`config.mk`:
```
export PLATFORM = sky130hd
export DESIGN_NAME = matmult_param
export DESIGN_NICKNAME = d
export VERILOG_FILES = /design/src/rtl/matmult_param.sv
export SDC_FILE = /design/constraint.sdc
export NUM_CORES = 2
export LEC_CHECK = 0
export CAP_MARGIN = 25
export CORE_UTILIZATION = 40
export DETAILED_ROUTE_END_ITERATION = 10
export GPL_ROUTABILITY_DRIVEN = 0
export SKIP_CTS_REPAIR_TIMING = 1
export SLEW_MARGIN = 25
export SYNTH_ARGS = -nofsm -noshare
export SYNTH_HDL_FRONTEND = slang
export SYNTH_SLANG_ARGS = --single-unit
export TNS_END_PERCENT = 50
```
`constraint.sdc`:
```
create_clock -name clk -period 16.7 [get_ports clk]
set_input_delay 3.34 -clock clk [delete_from_list [all_inputs] [get_ports clk]]
set_output_delay 3.34 -clock clk [all_outputs]
set_load 0.02 [all_outputs]
```
`src/rtl/matmult_param.sv`:
```
// Parametrised NxN integer matrix multiplier (C = A*B or C = A*B + C_prev) with one
// sequential MAC, 4-phase load/unload handshakes, optional saturation and sticky overflow.
module matmult_param #(
    parameter int N      = 4,
    parameter int DATA_W = 16,
    parameter int OUT_W  = 32,
    parameter int SIGNED = 1,
    parameter int SAT    = 1
) (
    input  logic              clk,
    input  logic              rst,
    input  logic [DATA_W-1:0] a,
    input  logic [DATA_W-1:0] b,
    input  logic              i_ready,
    input  logic              o_got,
    input  logic              acc_mode,
    output logic [OUT_W-1:0]  r,
    output logic              out_ready,
    output logic              gotit,
    output logic              rdy,
    output logic              busy,
    output logic              ovf
);
    localparam int ACC_W = 2*DATA_W + $clog2(N) + 1;
    localparam int NN    = N*N;
    localparam int EW    = $clog2(NN);
    localparam int IW    = $clog2(N+1);
    localparam logic [EW-1:0] E_LAST = EW'(NN-1);
    localparam logic [IW-1:0] K_STORE = IW'(N);
    localparam logic [IW-1:0] I_LAST = IW'(N-1);

    typedef enum logic [2:0] {LD_WAIT, LD_ACK, COMP, UL_SHOW, UL_ACK} state_t;

    state_t            state;
    logic [EW-1:0]     e;
    logic [IW-1:0]     ci, cj, ck;
    logic [ACC_W-1:0]  acc;
    logic              acc_lat;
    logic [DATA_W-1:0] a_m [NN];
    logic [DATA_W-1:0] b_m [NN];
    logic [OUT_W-1:0]  c_m [NN];

    logic [IW-1:0]     ckc;
    logic [EW-1:0]     a_idx, b_idx, c_idx, e_nxt;
    logic [ACC_W-1:0]  prod, init, hi_s, hi_u;
    logic              out_of_range;
    logic [OUT_W-1:0]  store_val, clip_val;

    function automatic logic [ACC_W-1:0] ext_d(input logic [DATA_W-1:0] v);
        logic [ACC_W-1:0] m;
        m = '1;
        m = m << DATA_W;
        ext_d = ACC_W'(v) | ((SIGNED != 0 && v[DATA_W-1]) ? m : '0);
    endfunction

    function automatic logic [ACC_W-1:0] ext_o(input logic [OUT_W-1:0] v);
        logic [ACC_W-1:0] m;
        m = '1;
        m = m << OUT_W;
        ext_o = ACC_W'(v) | ((SIGNED != 0 && v[OUT_W-1]) ? m : '0);
    endfunction

    always_comb begin
        // k is clamped in the store cycle so the operand reads stay in range
        ckc   = (ck == K_STORE) ? '0 : ck;
        a_idx = EW'(int'(ci) * N + int'(ckc));
        b_idx = EW'(int'(ckc) * N + int'(cj));
        c_idx = EW'(int'(ci) * N + int'(cj));
        e_nxt = e + 1'b1;
        prod  = ext_d(a_m[a_idx]) * ext_d(b_m[b_idx]);
        init  = acc_lat ? ext_o(c_m[c_idx]) : '0;
        hi_s  = $signed(acc) >>> (OUT_W-1);
        hi_u  = acc >> OUT_W;
        if (SIGNED != 0) begin
            out_of_range = !((hi_s == '0) || (hi_s == '1));
            clip_val     = acc[ACC_W-1] ? {1'b1, {(OUT_W-1){1'b0}}} : {1'b0, {(OUT_W-1){1'b1}}};
        end else begin
            out_of_range = (hi_u != '0);
            clip_val     = '1;
        end
        store_val = (SAT != 0 && out_of_range) ? clip_val : acc[OUT_W-1:0];
    end

    always_ff @(posedge clk) begin
        if (!rst) begin
            state     <= LD_WAIT;
            e         <= '0;
            rdy       <= 1'b1;
            gotit     <= 1'b0;
            out_ready <= 1'b0;
            busy      <= 1'b0;
            ovf       <= 1'b0;
            r         <= '0;
            acc_lat   <= 1'b0;
            acc       <= '0;
            ci        <= '0;
            cj        <= '0;
            ck        <= '0;
            for (int x = 0; x < NN; x++) c_m[x] <= '0;
        end else begin
            case (state)
                LD_WAIT: if (i_ready) begin
                    a_m[e] <= a;
                    b_m[e] <= b;
                    rdy    <= 1'b0;
                    gotit  <= 1'b1;
                    state  <= LD_ACK;
                    if (e == '0) begin
                        acc_lat <= acc_mode;
                        ovf     <= 1'b0;
                    end
                end
                LD_ACK: if (!i_ready) begin
                    gotit <= 1'b0;
                    if (e == E_LAST) begin
                        e     <= '0;
                        busy  <= 1'b1;
                        ci    <= '0;
                        cj    <= '0;
                        ck    <= '0;
                        state <= COMP;
                    end else begin
                        e     <= e_nxt;
                        rdy   <= 1'b1;
                        state <= LD_WAIT;
                    end
                end
                COMP: begin
                    if (ck != K_STORE) begin
                        // The first MAC cycle folds in the initial value, giving N+1 cycles per element
                        acc <= ((ck == '0) ? init : acc) + prod;
                        ck  <= ck + 1'b1;
                    end else begin
                        c_m[c_idx] <= store_val;
                        if (out_of_range) ovf <= 1'b1;
                        ck <= '0;
                        if (cj == I_LAST) begin
                            cj <= '0;
                            if (ci == I_LAST) begin
                                ci        <= '0;
                                busy      <= 1'b0;
                                e         <= '0;
                                r         <= c_m[0];
                                out_ready <= 1'b1;
                                state     <= UL_SHOW;
                            end else begin
                                ci <= ci + 1'b1;
                            end
                        end else begin
                            cj <= cj + 1'b1;
                        end
                    end
                end
                UL_SHOW: if (o_got) begin
                    out_ready <= 1'b0;
                    gotit     <= 1'b1;
                    state     <= UL_ACK;
                end
                UL_ACK: if (!o_got) begin
                    gotit <= 1'b0;
                    if (e == E_LAST) begin
                        e     <= '0;
                        rdy   <= 1'b1;
                        state <= LD_WAIT;
                    end else begin
                        e         <= e_nxt;
                        r         <= c_m[e_nxt];
                        out_ready <= 1'b1;
                        state     <= UL_SHOW;
                    end
                end
                default: state <= LD_WAIT;
            endcase
        end
    end
endmodule

```
==> results.txt <==
----------------------------------------------------
[Global route]
  Remaining global-route overflow ... 0
  Global-route usage over all layers ... 0.226
  Number of global-route vias before repair ... just over 40,000
  Global-route wire length before repair ... 271,000 um
  Maximum number of pins on one net before global-route repair ... 98
  Antenna violations before repair ... 3

[Setup path]
  Endpoint type of the worst setup path ... flop
  Slack of the worst reg-to-reg path ... 5970 ps
  WP data required ... 17,320 ps
  Crit Path Category ... reg -> reg
  Count of buffering cells on the critical path with inverters included ... 9
  Worst path most repeated cell ... fa_1
  Library cell contributing the largest single delay on the critical path ... mux4_2
  Depth of the worst register-to-register path ... 32
  Launching element of the worst setup path ... ck[0]$_SDFFE_PN0P_
  Critical register-to-register path startpoint ... ck[0]$_SDFFE_PN0P_
  Capturing point of the worst reg2reg path ... acc[34]$_SDFFE_PN0P_
  Data arrival time of the worst path ... about 11,000 ps
  Critical Path Fanout Max ... 64
  Crit path launch type ... flop
  Delay-heaviest family, CP ... adder cells
  Stage delay of the slowest cell on the critical path ... 790 ps

[Synth]
  Synth Instances ... between 4,000 and 5,000
  Synth area leaders ... edfxtp_1 48%, mux4_2 14%, fa_1 13%
  Cell accounting for the most synthesized area ... edfxtp_1
  Synth top area share ... 0.477
  Total nets after synthesis ... 5,332
  Share of the yosys chip area belonging to registers ... 0.504
  Avg Inst Size Synth ... 13.7 um^2
  Ys flop type ... edfxtp_1
  Most common cell in the netlist ... edfxtp_1
  Share of flip-flops with an asynchronous set or reset after synthesis ... 0
  Register bit count reported by yosys ... 1,113
  Warnings, synthesis ... 0
  Synthesized cell area ... between 60,000 and 70,000 um^2
  Most frequent cells after synthesis ... 1,024 x edfxtp_1, 606 x nor2_1, 550 x inv_1
  Number of flops mapped to enable cells by yosys ... between 1,000 and 1,500
  Post-synth cell types ... 62

[Die]
  Row Count ... 147
  Die height ... 404 um
  Count of pins on the block boundary ... 74
  Die width ... 404 um
  Die footprint ... between 150,000 and 200,000 um^2
  Initial core utilization ... 0.402
  Core outline area ... 160,000 um^2

[Placement]
  Area after detailed placement ... 68,000 um^2
  Number of buffers added on ports ... 73
  DP HPWL ... 109,000 um

[Clocking]
  H-tree depth ... 3
  TritonCTS clock tree ... done
  Clock Root Buffer ... clkbuf_16
  Number of clock sinks seen by CTS ... 1,113
  CTS clock-pin slew for the worst setup and hold paths ... 70 ps
  Insertion delay to the later sink of the worst-skew pair ... 770 ps
  TritonCTS Buffers ... 113
  Buffer depth of the longest clock path ... 3

[Detailed routing]
  Post-detailed-route wirelength per cell ... approximately 26 um
  Number of detailed-route iterations in the first pass ... 6
  Post-route DRC ... 0
  Routed Antenna Nets ... 0
  Via-per-instance ratio ... 5.73
  Number of violations reported at the end of detailed-routing iteration 0 ... 4,265
  Total via count after detailed routing ... 39,798
  Routed wire length ... 182,000 um

[STA]
  Final count of hold timing violations ... 0
  Setup clock skew after layout ... 70.3 ps
  Minimum clock period ... 10,730 ps
  Period utilization ... 0.642
  RSZ-0062 raised after global routing ... false
  Max Clock Freq ... 0.0932 GHz
  Final-report max-slew violation count ... 0
  Final sum of negative setup slack ... 0 ps
  Worst slew margin ... 0.288
  Pin slew with the least headroom to its limit ... 1070 ps
  Final setup violation count ... 0

[Finish]
  Final Cell Area ... 71,700 um^2
  Share of final-layout standard cells stronger than drive strength 1 ... 0.160
  Layout net count ... 5,314
  Area added between synthesis and finish ... 11.1%
  Fraction of the core area covered by cells at the end of the flow ... 0.447

[Worst hold path]
  Hold path startpoint ... ci[2]$_SDFFE_PN0P_
  Path type of the worst min-delay path ... reg -> reg
  Destination of the worst hold path ... ci[2]$_SDFFE_PN0P_
  Instance count along the most critical hold path ... 1

[Flow run]
  Max-cap check violation count ... 0

[Run status]
  Result of the run ... complete, no violations

----------------------------------------------------
how the worst max path moves through the flow:
| stage | endpoint | slack [ps] | depth (start not counted) |
|---|---|---|---|
| 3_3_place_gp | acc[32]$_SDFFE_PN0P_ | 5900 | 25 |
| 3_5_place_dp | acc[34]$_SDFFE_PN0P_ | 5800 | 25 |
| 5_1_grt | acc[34]$_SDFFE_PN0P_ | 5370 | 32 |
| 6_report | acc[34]$_SDFFE_PN0P_ | 5970 | 32 |
| 2_1_floorplan | acc[32]$_SDFFE_PN0P_ | 5350 | 38 |
| 4_1_cts | acc[34]$_SDFFE_PN0P_ | 5800 | 25 |
cell usage in the layout, fill, tap and decap left out, drive strengths merged, types with 89 or more instances in the layout:
cell type	synthesis	layout
dfxtp	89	89
and2	155	155
nor2	606	606
a21oi	127	127
buf	86	105
edfxtp	1024	1024
mux4	402	402
nand2	346	346
fa	430	430
ha	157	157
clkbuf	224	137
inv	556	558
registers in the layout, summed over array words and instances (netlist names), 3 cells and up:
name,count
r,32
a_m,256
c_m,512
cj,3
state,3
acc,35
ci,3
b_m,256
ck,3
e,4
metal layers:
metal | share of wire | up-vias | track usage | wire, um
li1 | - | 16730 | - | -
met1 | 0.40 | 20933 | 0.311 | 73300
met2 | 0.48 | 1866 | 0.370 | 87600
met3 | 0.086 | 269 | 0.0375 | 15600
met4 | 0.027 | 0 | 0.0651 | 4950
met5 | 0 | - | 0 | 0
worst reg2reg max path, delay by kind of cell (launching register included):
family | cells | cell delay [ps]
DFF | 1 | 350
AOI/OAI and AO/OA | 5 | 1330
muxes | 1 | 790
and+or+nand+nor | 6 | 1650
adders and majority gates | 11 | 5320
buffers and inverters | 9 | 1130
cells by family (layout without fill, tap and decap cells):
| family | after synthesis | count (layout) | synth area share |
|---|---|---|---|
| compound gates | 433 | 433 | 0.0459 |
| xor+xnor | 65 | 65 | 0.00911 |
| fa+ha+maj | 589 | 589 | 0.164 |
| buf+inv | 867 | 947 | 0.0517 |
| flops | 1113 | 1113 | 0.504 |
| mux | 437 | 437 | 0.146 |
| other cells | 0 | 3 | 0 |
| simple gates | 1204 | 1204 | 0.0793 |
through the flow:
stage / hold slack (ps) / worst slack, ps / std cells
after floorplan: 423 / 5350 / 4708
after global placement: 428 / 5900 / 6733
after detailed placement: 432 / 5800 / 6733
after CTS: 441 / 5800 / 6946
after global routing: 446 / 5370 / 6949
final: 439 / 5970 / 6951
final cells by class:
type                            count  area [um^2]
Timing Repair Buffer              177         1560
Tap cell                         2160         2700
Clock inverter                     76          739
Clock buffer                      137         2930
Antenna cell                        3         7.51
Inverter                          557         2090
Multi-Input combinational cell   2728        29100
Sequential cell                  1113        32500
Fill cell                       14390        88700
Power is not shown: default switching activity piles up to over one toggle a cycle in this logic, so the estimate is an artifact.
